[src/rtl/riscv_trace_buffer_pkg.sv]
// Shared definitions for the retirement-trace monitor: default field widths,
// the halting instruction encodings and the monitor FSM state encoding.
package riscv_trace_buffer_pkg;

   localparam int ADDR_SIZE_DEF  = 32;
   localparam int INSTR_SIZE_DEF = 32;

   localparam logic [31:0] INSTR_ECALL  = 32'h0000_0073;
   localparam logic [31:0] INSTR_EBREAK = 32'h0010_0073;

   typedef enum logic [1:0] {
      ST_IDLE = 2'd0,
      ST_RUN  = 2'd1,
      ST_HALT = 2'd2
   } trace_state_t;

endpackage

[src/rtl/riscv_trace_buffer_trace_ring.sv]
// Parametrised WIDTH x DEPTH ring buffer with show-ahead read port.
// When full, a push without a pop is either dropped (OVERWRITE=0) or replaces
// the oldest entry (OVERWRITE=1). A pop on an empty buffer is ignored.
module trace_ring #(
   parameter int WIDTH     = 64,
   parameter int DEPTH     = 16,
   parameter int OVERWRITE = 0
) (
   input  logic                       clk,
   input  logic                       rst,
   input  logic                       clr,
   input  logic                       push,
   input  logic                       pop,
   input  logic [WIDTH-1:0]           din,
   output logic [WIDTH-1:0]           dout,
   output logic [$clog2(DEPTH):0]     count,
   output logic                       full,
   output logic                       empty
);

   localparam int PW = $clog2(DEPTH);
   localparam int CW = PW + 1;

   logic [WIDTH-1:0] mem [DEPTH];
   logic [PW-1:0]    wr_ptr;
   logic [PW-1:0]    rd_ptr;
   logic [CW-1:0]    cnt;
   logic             pop_eff;
   logic             push_wr;
   logic             ovw;

   assign empty   = (cnt == '0);
   assign full    = (cnt == CW'(DEPTH));
   assign pop_eff = pop && !empty;
   // full with no pop: either the oldest entry is displaced or the push is lost
   assign ovw     = push && full && !pop_eff && (OVERWRITE != 0);
   assign push_wr = push && (!full || pop_eff || (OVERWRITE != 0));

   assign dout  = empty ? '0 : mem[rd_ptr];
   assign count = cnt;

   // pointer and occupancy update; pointers wrap naturally since DEPTH is 2^PW
   always_ff @(posedge clk or posedge rst) begin
      if (rst) begin
         wr_ptr <= '0;
         rd_ptr <= '0;
         cnt    <= '0;
      end else if (clr) begin
         wr_ptr <= '0;
         rd_ptr <= '0;
         cnt    <= '0;
      end else begin
         if (push_wr)
            wr_ptr <= wr_ptr + PW'(1);
         if (pop_eff || ovw)
            rd_ptr <= rd_ptr + PW'(1);
         if (push_wr && !(pop_eff || ovw))
            cnt <= cnt + CW'(1);
         else if (pop_eff && !push_wr)
            cnt <= cnt - CW'(1);
      end
   end

   // entry storage; contents outside the valid window are don't-care
   always_ff @(posedge clk) begin
      if (push_wr)
         mem[wr_ptr] <= din;
   end

endmodule

[src/rtl/riscv_trace_buffer.sv]
// Retirement-trace monitor: records retired (pc, instr[, cycle]) entries in a
// ring buffer, keeps cycle/retire/drop counters and detects program halt.
// Optional build macro TRACE_CYCLE_STAMP_EN adds a per-entry cycle stamp
// driven on out_cycle; without it out_cycle is tied to zero.
//
// state | meaning
// IDLE  | waiting for the first retire; nothing counted
// RUN   | recording retires, counting cycles, watching for halt
// HALT  | ecall/ebreak retired or retire stream went quiet; retires ignored
module riscv_trace_buffer
   import riscv_trace_buffer_pkg::*;
#(
   parameter int ADDR_SIZE   = ADDR_SIZE_DEF,
   parameter int INSTR_SIZE  = INSTR_SIZE_DEF,
   parameter int DEPTH       = 16,
   parameter int CNT_W       = 32,
   parameter int HALT_CYCLES = 8,
   parameter int OVERWRITE   = 0
) (
   input  logic                    clk,
   input  logic                    rstn,
   input  logic                    clr,
   input  logic                    valid_w,
   input  logic [ADDR_SIZE-1:0]    pc_w,
   input  logic [INSTR_SIZE-1:0]   instr_w,
   input  logic                    pop,
   output logic                    out_valid,
   output logic [ADDR_SIZE-1:0]    out_pc,
   output logic [INSTR_SIZE-1:0]   out_instr,
   output logic [CNT_W-1:0]        out_cycle,
   output logic [$clog2(DEPTH):0]  count,
   output logic [CNT_W-1:0]        cycle_cnt,
   output logic [CNT_W-1:0]        retire_cnt,
   output logic [CNT_W-1:0]        drop_cnt,
   output logic                    halted
);

   localparam int IDW = $clog2(HALT_CYCLES + 1);
   localparam logic [INSTR_SIZE-1:0] ECALL_W  = INSTR_SIZE'(INSTR_ECALL);
   localparam logic [INSTR_SIZE-1:0] EBREAK_W = INSTR_SIZE'(INSTR_EBREAK);

`ifdef TRACE_CYCLE_STAMP_EN
   localparam int EW = CNT_W + ADDR_SIZE + INSTR_SIZE;
`else
   localparam int EW = ADDR_SIZE + INSTR_SIZE;
`endif

   trace_state_t   state;
   trace_state_t   state_nxt;
   logic [IDW-1:0] idle_cnt;
   logic [IDW-1:0] idle_nxt;
   logic           accept;
   logic           run_tick;
   logic           halt_instr;
   logic           ring_full;
   logic           ring_empty;
   logic           lost;
   logic [EW-1:0]  push_data;
   logic [EW-1:0]  head;

   assign halt_instr = (instr_w == ECALL_W) || (instr_w == EBREAK_W);

   // state register
   always_ff @(posedge clk or posedge rstn) begin
      if (rstn)
         state <= ST_IDLE;
      else if (clr)
         state <= ST_IDLE;
      else
         state <= state_nxt;
   end

   // next state, retire acceptance and idle tracking
   always_comb begin
      state_nxt = state;
      idle_nxt  = idle_cnt;
      accept    = 1'b0;
      run_tick  = 1'b0;
      case (state)
         ST_IDLE: begin
            // the entering cycle is counted so the first retire is stamped 0
            // and the next cycle's retire is stamped 1
            if (valid_w) begin
               accept    = 1'b1;
               run_tick  = 1'b1;
               idle_nxt  = '0;
               state_nxt = ST_RUN;
            end
         end
         ST_RUN: begin
            run_tick = 1'b1;
            if (valid_w) begin
               accept   = 1'b1;
               idle_nxt = '0;
               if (halt_instr)
                  state_nxt = ST_HALT;
            end else begin
               idle_nxt = idle_cnt + IDW'(1);
               if (idle_cnt == IDW'(HALT_CYCLES - 1))
                  state_nxt = ST_HALT;
            end
         end
         ST_HALT: begin
            state_nxt = ST_HALT;
         end
         default: begin
            state_nxt = ST_IDLE;
         end
      endcase
   end

   // a push is lost (dropped or displacing the oldest) only when full and not popping
   assign lost = accept && ring_full && !(pop && !ring_empty);

   // saturating counters and the idle-run tracker
   always_ff @(posedge clk or posedge rstn) begin
      if (rstn) begin
         idle_cnt   <= '0;
         cycle_cnt  <= '0;
         retire_cnt <= '0;
         drop_cnt   <= '0;
      end else if (clr) begin
         idle_cnt   <= '0;
         cycle_cnt  <= '0;
         retire_cnt <= '0;
         drop_cnt   <= '0;
      end else begin
         idle_cnt <= idle_nxt;
         if (run_tick && (cycle_cnt != '1))
            cycle_cnt <= cycle_cnt + CNT_W'(1);
         if (accept && (retire_cnt != '1))
            retire_cnt <= retire_cnt + CNT_W'(1);
         if (lost && (drop_cnt != '1))
            drop_cnt <= drop_cnt + CNT_W'(1);
      end
   end

`ifdef TRACE_CYCLE_STAMP_EN
   assign push_data = {cycle_cnt, pc_w, instr_w};
   assign out_cycle = head[EW-1 -: CNT_W];
`else
   assign push_data = {pc_w, instr_w};
   assign out_cycle = '0;
`endif

   assign out_pc    = head[INSTR_SIZE +: ADDR_SIZE];
   assign out_instr = head[INSTR_SIZE-1:0];
   assign out_valid = !ring_empty;
   assign halted    = (state == ST_HALT);

   trace_ring #(
      .WIDTH     (EW),
      .DEPTH     (DEPTH),
      .OVERWRITE (OVERWRITE)
   ) u_ring (
      .clk   (clk),
      .rst   (rstn),
      .clr   (clr),
      .push  (accept),
      .pop   (pop),
      .din   (push_data),
      .dout  (head),
      .count (count),
      .full  (ring_full),
      .empty (ring_empty)
   );

endmodule

[config.mk]
export PLATFORM = sky130hd
export DESIGN_NAME = riscv_trace_buffer
export DESIGN_NICKNAME = d
export VERILOG_FILES = /design/src/rtl/riscv_trace_buffer_pkg.sv /design/src/rtl/riscv_trace_buffer_trace_ring.sv /design/src/rtl/riscv_trace_buffer.sv
export SDC_FILE = /design/constraint.sdc
export NUM_CORES = 1
export LEC_CHECK = 0
export ABC_AREA = 1
export ABC_CLOCK_PERIOD_IN_PS = 5600
export BUFFER_PORTS_ARGS = -buffer_cell sky130_fd_sc_hd__buf_2
export CORE_ASPECT_RATIO = 1.5
export CORE_MARGIN = 10
export CORE_UTILIZATION = 25
export CTS_CLUSTER_SIZE = 28
export DETAILED_ROUTE_END_ITERATION = 10
export GPL_ROUTABILITY_DRIVEN = 1
export GPL_TIMING_DRIVEN = 0
export SETUP_SLACK_MARGIN = 0.15
export SLEW_MARGIN = 0
export SYNTH_ARGS = -nofsm -noshare
export SYNTH_HDL_FRONTEND = slang
export SYNTH_SLANG_ARGS = --single-unit
[constraint.sdc]
create_clock -name clk -period 5.6 [get_ports clk]
set_input_delay 1.12 -clock clk [delete_from_list [all_inputs] [get_ports clk]]
set_output_delay 1.12 -clock clk [all_outputs]
set_load 0.005 [all_outputs]
==> flow_summary.html <==
<table>
<tr><th>Metric</th><th>Value</th></tr>
<tr><th colspan="2">Final layout</th></tr>
<tr><td>Multi-input gate area</td><td>13100 µm²</td></tr>
<tr><td>Count of nets after finishing</td><td>4751</td></tr>
<tr><td>Storage cell area</td><td>33600 µm²</td></tr>
<tr><td>Layout area overhead</td><td>19.1%</td></tr>
<tr><td>Finished Cell Area</td><td>57600 µm²</td></tr>
<tr><td>Layout fillers</td><td>19.6k</td></tr>
<tr><td>Fraction of layout instances using a drive strength above 1</td><td>0.132</td></tr>
<tr><th colspan="2">Global routing</th></tr>
<tr><td>Via count of the first global-routing pass</td><td>34.9k</td></tr>
<tr><td>Largest net degree at the start of global routing</td><td>67</td></tr>
<tr><td>Congestion Overflow GR</td><td>0</td></tr>
<tr><td>GRT Resource Usage Total</td><td>0.152</td></tr>
<tr><td>Global-route wire length before repair</td><td>239 mm</td></tr>
<tr><td>Antenna violations before repair</td><td>39</td></tr>
<tr><th colspan="2">CTS</th></tr>
<tr><td>Root buffer cell</td><td>sky130_fd_sc_hd__clkbuf_16</td></tr>
<tr><td>Post-CTS Resized</td><td>0</td></tr>
<tr><td># hold bufs at CTS</td><td>0</td></tr>
<tr><td>CTS Sinks</td><td>1139</td></tr>
<tr><td>Clock-pin slew on the worst setup and hold paths</td><td>70 ps</td></tr>
<tr><td>Post-CTS setup buffer count</td><td>0</td></tr>
<tr><td>CTS tree</td><td>built</td></tr>
<tr><td>Number of clock buffers inserted by TritonCTS</td><td>109</td></tr>
<tr><td>Clock Latency Late Sink</td><td>750 ps</td></tr>
<tr><td>Clock Path Buffers</td><td>3</td></tr>
<tr><td>H-Tree Depth</td><td>3</td></tr>
<tr><th colspan="2">Power and ir drop</th></tr>
<tr><td>Maximum resistive drop on vdd</td><td>0.370 mV</td></tr>
<tr><td>Int Pwr</td><td>15.6 mW</td></tr>
<tr><td>Combinational share of power</td><td>0.252</td></tr>
<tr><td>PD cells</td><td>405 nW/µm²</td></tr>
<tr><td>Switching portion of total power</td><td>0.331</td></tr>
<tr><td>Switching power summed over all nets</td><td>7.74 mW</td></tr>
<tr><td>Leakage power figure</td><td>19.5 nW</td></tr>
<tr><td>Clock group share of total power</td><td>0.332</td></tr>
<tr><td>Sequential Power Share</td><td>0.416</td></tr>
<tr><th colspan="2">Placed design</th></tr>
<tr><td>Gpl congestion</td><td>0.905</td></tr>
<tr><td>Number of input and output port buffers inserted</td><td>234</td></tr>
<tr><td>Area after DPL</td><td>53900 µm²</td></tr>
<tr><td>Detailed Place HPWL</td><td>116 mm</td></tr>
<tr><th colspan="2">Critical path</th></tr>
<tr><td>CP required</td><td>4480 ps</td></tr>
<tr><td>Library cell appearing most often on the critical path</td><td>sky130_fd_sc_hd__clkbuf_1</td></tr>
<tr><td>Critical Path AT</td><td>4260 ps</td></tr>
<tr><td>Startpoint types</td><td>flop</td></tr>
<tr><td>Critical setup path kind</td><td>flop to output port</td></tr>
<tr><td>Sequence of cells on the critical path</td><td>clkbuf_1 &gt; clkbuf_1 &gt; nand3_1 &gt; a21oi_1 &gt; buf_2</td></tr>
<tr><td>Setup crit end kind</td><td>output port</td></tr>
<tr><td>Crit-path slowest cell</td><td>sky130_fd_sc_hd__clkbuf_1</td></tr>
<tr><td>Buffers and inverters on the worst path</td><td>3</td></tr>
<tr><td>Maximum fanout along the worst path</td><td>10</td></tr>
<tr><td>Kind of cell adding the most delay to the critical path</td><td>buffers and inverters</td></tr>
<tr><td>Worst setup slack for register-to-register paths</td><td>2270 ps</td></tr>
<tr><td>Largest incremental delay on the critical path</td><td>1160 ps</td></tr>
<tr><th colspan="2">Logic synthesis</th></tr>
<tr><td>Synthesized area per cell</td><td>11.4 µm²</td></tr>
<tr><td>Post-synthesis cell type count</td><td>40</td></tr>
<tr><td>Async S/R FF share, synth</td><td>0.101</td></tr>
<tr><td>Yosys synthesis warning count</td><td>0</td></tr>
<tr><td>Share of the synthesized area in the top cell type</td><td>0.636</td></tr>
<tr><td>Post-synth design cell area</td><td>48400 µm²</td></tr>
<tr><td>Dominant cell type by area after synthesis</td><td>sky130_fd_sc_hd__edfxtp_1</td></tr>
<tr><td>Fraction of the yosys area taken by sequential cells</td><td>0.695</td></tr>
<tr><td>Top cells by area, synth</td><td>sky130_fd_sc_hd__edfxtp_1 64%, sky130_fd_sc_hd__nor2_1 7.8%, sky130_fd_sc_hd__dfrtp_1 5.9%, sky130_fd_sc_hd__o21ai_0 5.5%, sky130_fd_sc_hd__o211ai_1 4.0%</td></tr>
<tr><td>Main synth FF type</td><td>sky130_fd_sc_hd__edfxtp_1</td></tr>
<tr><td>Register bit count reported by yosys</td><td>1139</td></tr>
<tr><td>Gate count of the mapped netlist</td><td>4242</td></tr>
<tr><td>Number of flops mapped to enable cells by yosys</td><td>1024</td></tr>
<tr><th colspan="2">Routing</th></tr>
<tr><td>DR WL/cell</td><td>23.0 µm</td></tr>
<tr><td>Antenna viol nets, final</td><td>0</td></tr>
<tr><td>Count of routing violations after the opening detailed-route iteration</td><td>3699</td></tr>
<tr><td>Vias</td><td>35.3k</td></tr>
<tr><td>Remaining design rule violation count</td><td>0</td></tr>
<tr><td>Router iterations before antenna repair</td><td>9</td></tr>
<tr><td>Routed wire length</td><td>167 mm</td></tr>
<tr><td>Ratio of routed vias to standard cells</td><td>4.87</td></tr>
<tr><th colspan="2">STA</th></tr>
<tr><td>Worst-case clock skew</td><td>35.5 ps</td></tr>
<tr><td>Relative max-transition margin</td><td>0.00335</td></tr>
<tr><td>Worst-margin pin slew</td><td>1490 ps</td></tr>
<tr><td>Post-route minimum period</td><td>5380 ps</td></tr>
<tr><td>Final critical-path share of the clock period</td><td>0.960</td></tr>
<tr><td>Max Slew Vio Count</td><td>0</td></tr>
<tr><td>Number of endpoints with negative hold slack in the final report</td><td>0</td></tr>
<tr><td>Maximum clock frequency</td><td>186 MHz</td></tr>
<tr><td>Number of setup violations in the final report</td><td>0</td></tr>
<tr><td>Unrepaired setup endpoints after global routing</td><td>false</td></tr>
<tr><td>Summed negative setup slack over all endpoints</td><td>0 ps</td></tr>
<tr><th colspan="2">Floorplanning</th></tr>
<tr><td>Die X-Extent</td><td>379 µm</td></tr>
<tr><td>Die footprint</td><td>212000 µm²</td></tr>
<tr><td>Core Box Area</td><td>192000 µm²</td></tr>
<tr><td>Count of standard-cell rows</td><td>197</td></tr>
<tr><td>Number of primary I/O pins</td><td>268</td></tr>
<tr><td>Vert. Die Dim</td><td>559 µm</td></tr>
<tr><td>Effective utilization at floorplan</td><td>0.252</td></tr>
<tr><th colspan="2">Outcome</th></tr>
<tr><td>Violations in the final reports</td><td>capacitance limit</td></tr>
<tr><td>Outcome</td><td>finished, violations left</td></tr>
<tr><th colspan="2">Hold path</th></tr>
<tr><td>Hold WC Path Type</td><td>primary input to async pin</td></tr>
<tr><th colspan="2">Run</th></tr>
<tr><td>Max-Cap Viols</td><td>2</td></tr>
</table>
-- registers in the layout (all words and copies together) (netlist names) --
signal / flops
cycle_cnt: 32
drop_cnt: 32
idle_cnt: 4
retire_cnt: 32
state: 2
u_ring.count: 5
u_ring.mem: 1024
u_ring.rd_ptr: 4
u_ring.wr_ptr: 4
-- power groups by stage --
stage	Clock [mW]	Sequential, mW	Combinational [mW]
3_5_place_dp	0	9.89	5.93
2_1_floorplan	0	9.90	3.02
6_report	7.74	9.72	5.89
4_1_cts	7.83	9.71	5.95
5_1_grt	8.15	9.74	6.49
3_3_place_gp	0	9.95	5.76
-- path summary, 6_finish.rpt --
check	startpoint	end	cells after the start
max	u_ring.rd_ptr[3]	out_pc[6]	5
min	rstn	retire_cnt[10]	2
max reg2reg	state[1]	u_ring.mem[2][27]	9
min reg2reg	state[0]	state[0]	2
max in group asynchronous	rstn	cycle_cnt[14]	3
min in group clk	state[0]	state[0]	2
-- cell families after synthesis --
family,after synthesis,synth area share
buffers and inverters,382,0.0381
muxes,1,0.000207
AOI/OAI and AO/OA,899,0.108
xor gates and xnor gates,47,0.00851
DFF,1139,0.695
adders and majority gates,18,0.00481
and+or+nand+nor,1755,0.145
other,1,0.0000775
-- cell usage after synthesis (11+ instances only) --
cell type and instances:
sky130_fd_sc_hd__nor2_1 999, sky130_fd_sc_hd__buf_6 11, sky130_fd_sc_hd__nand3_1 255, sky130_fd_sc_hd__buf_4 56
sky130_fd_sc_hd__dfrtp_1 115, sky130_fd_sc_hd__clkbuf_1 126, sky130_fd_sc_hd__edfxtp_1 1024, sky130_fd_sc_hd__o21ai_0 529
sky130_fd_sc_hd__buf_1 26, sky130_fd_sc_hd__ha_1 17, sky130_fd_sc_hd__a21oi_1 70, sky130_fd_sc_hd__xnor2_1 24
sky130_fd_sc_hd__o211ai_1 256, sky130_fd_sc_hd__o21ai_1 17, sky130_fd_sc_hd__o21ai_2 23, sky130_fd_sc_hd__buf_2 57
sky130_fd_sc_hd__inv_1 96, sky130_fd_sc_hd__xor2_1 23, sky130_fd_sc_hd__nand2_1 470
-- cells in the final DEF (no fill, tap or decap), drive strengths merged, types with 7 or more instances in the layout --
cell,count
nand3,256
buf,432
nand2,478
nor3,7
diode,10
bufinv,16
o211ai,256
edfxtp,1024
clkinv,45
ha,17
o21ai,569
dfrtp,115
a21oi,71
conb,32
xor2,23
inv,107
nor2,1004
nand4,7
xnor2,24
clkbuf,261
-- through the flow --
step	hold slack [ps]	utilization	power [mW]	std cells	worst slack (ps)
floorplan	469	-	12.9	4273	756
global placement	502	0.275	15.7	6994	-3440
detailed placement	542	0.280	15.8	7040	1150
CTS	413	0.300	23.5	7243	318
global route	446	0.300	24.4	7244	265
finish	433	0.300	23.4	7253	224
-- final cells by class --
class	instances	share of cell area
Timing Repair Buffer	280	0.0377
Antenna cell	10	0.000434
Multi-Input combinational cell	2752	0.228
Clock buffer	135	0.0501
Buffer	278	0.0249
Clock inverter	68	0.0139
Sequential cell	1139	0.584
Inverter	104	0.00717
Tap cell	2487	0.0540
-- per-layer routing --
metal  up-vias  global-route usage  share of wire
met5         -                   0         0.0012
met3       393              0.0452           0.10
met1     17300               0.179           0.38
li1      15900                   -              -
met2      1690               0.256           0.48
met4        32              0.0659          0.043
No activity file was read; power rests on OpenSTA's default activity.
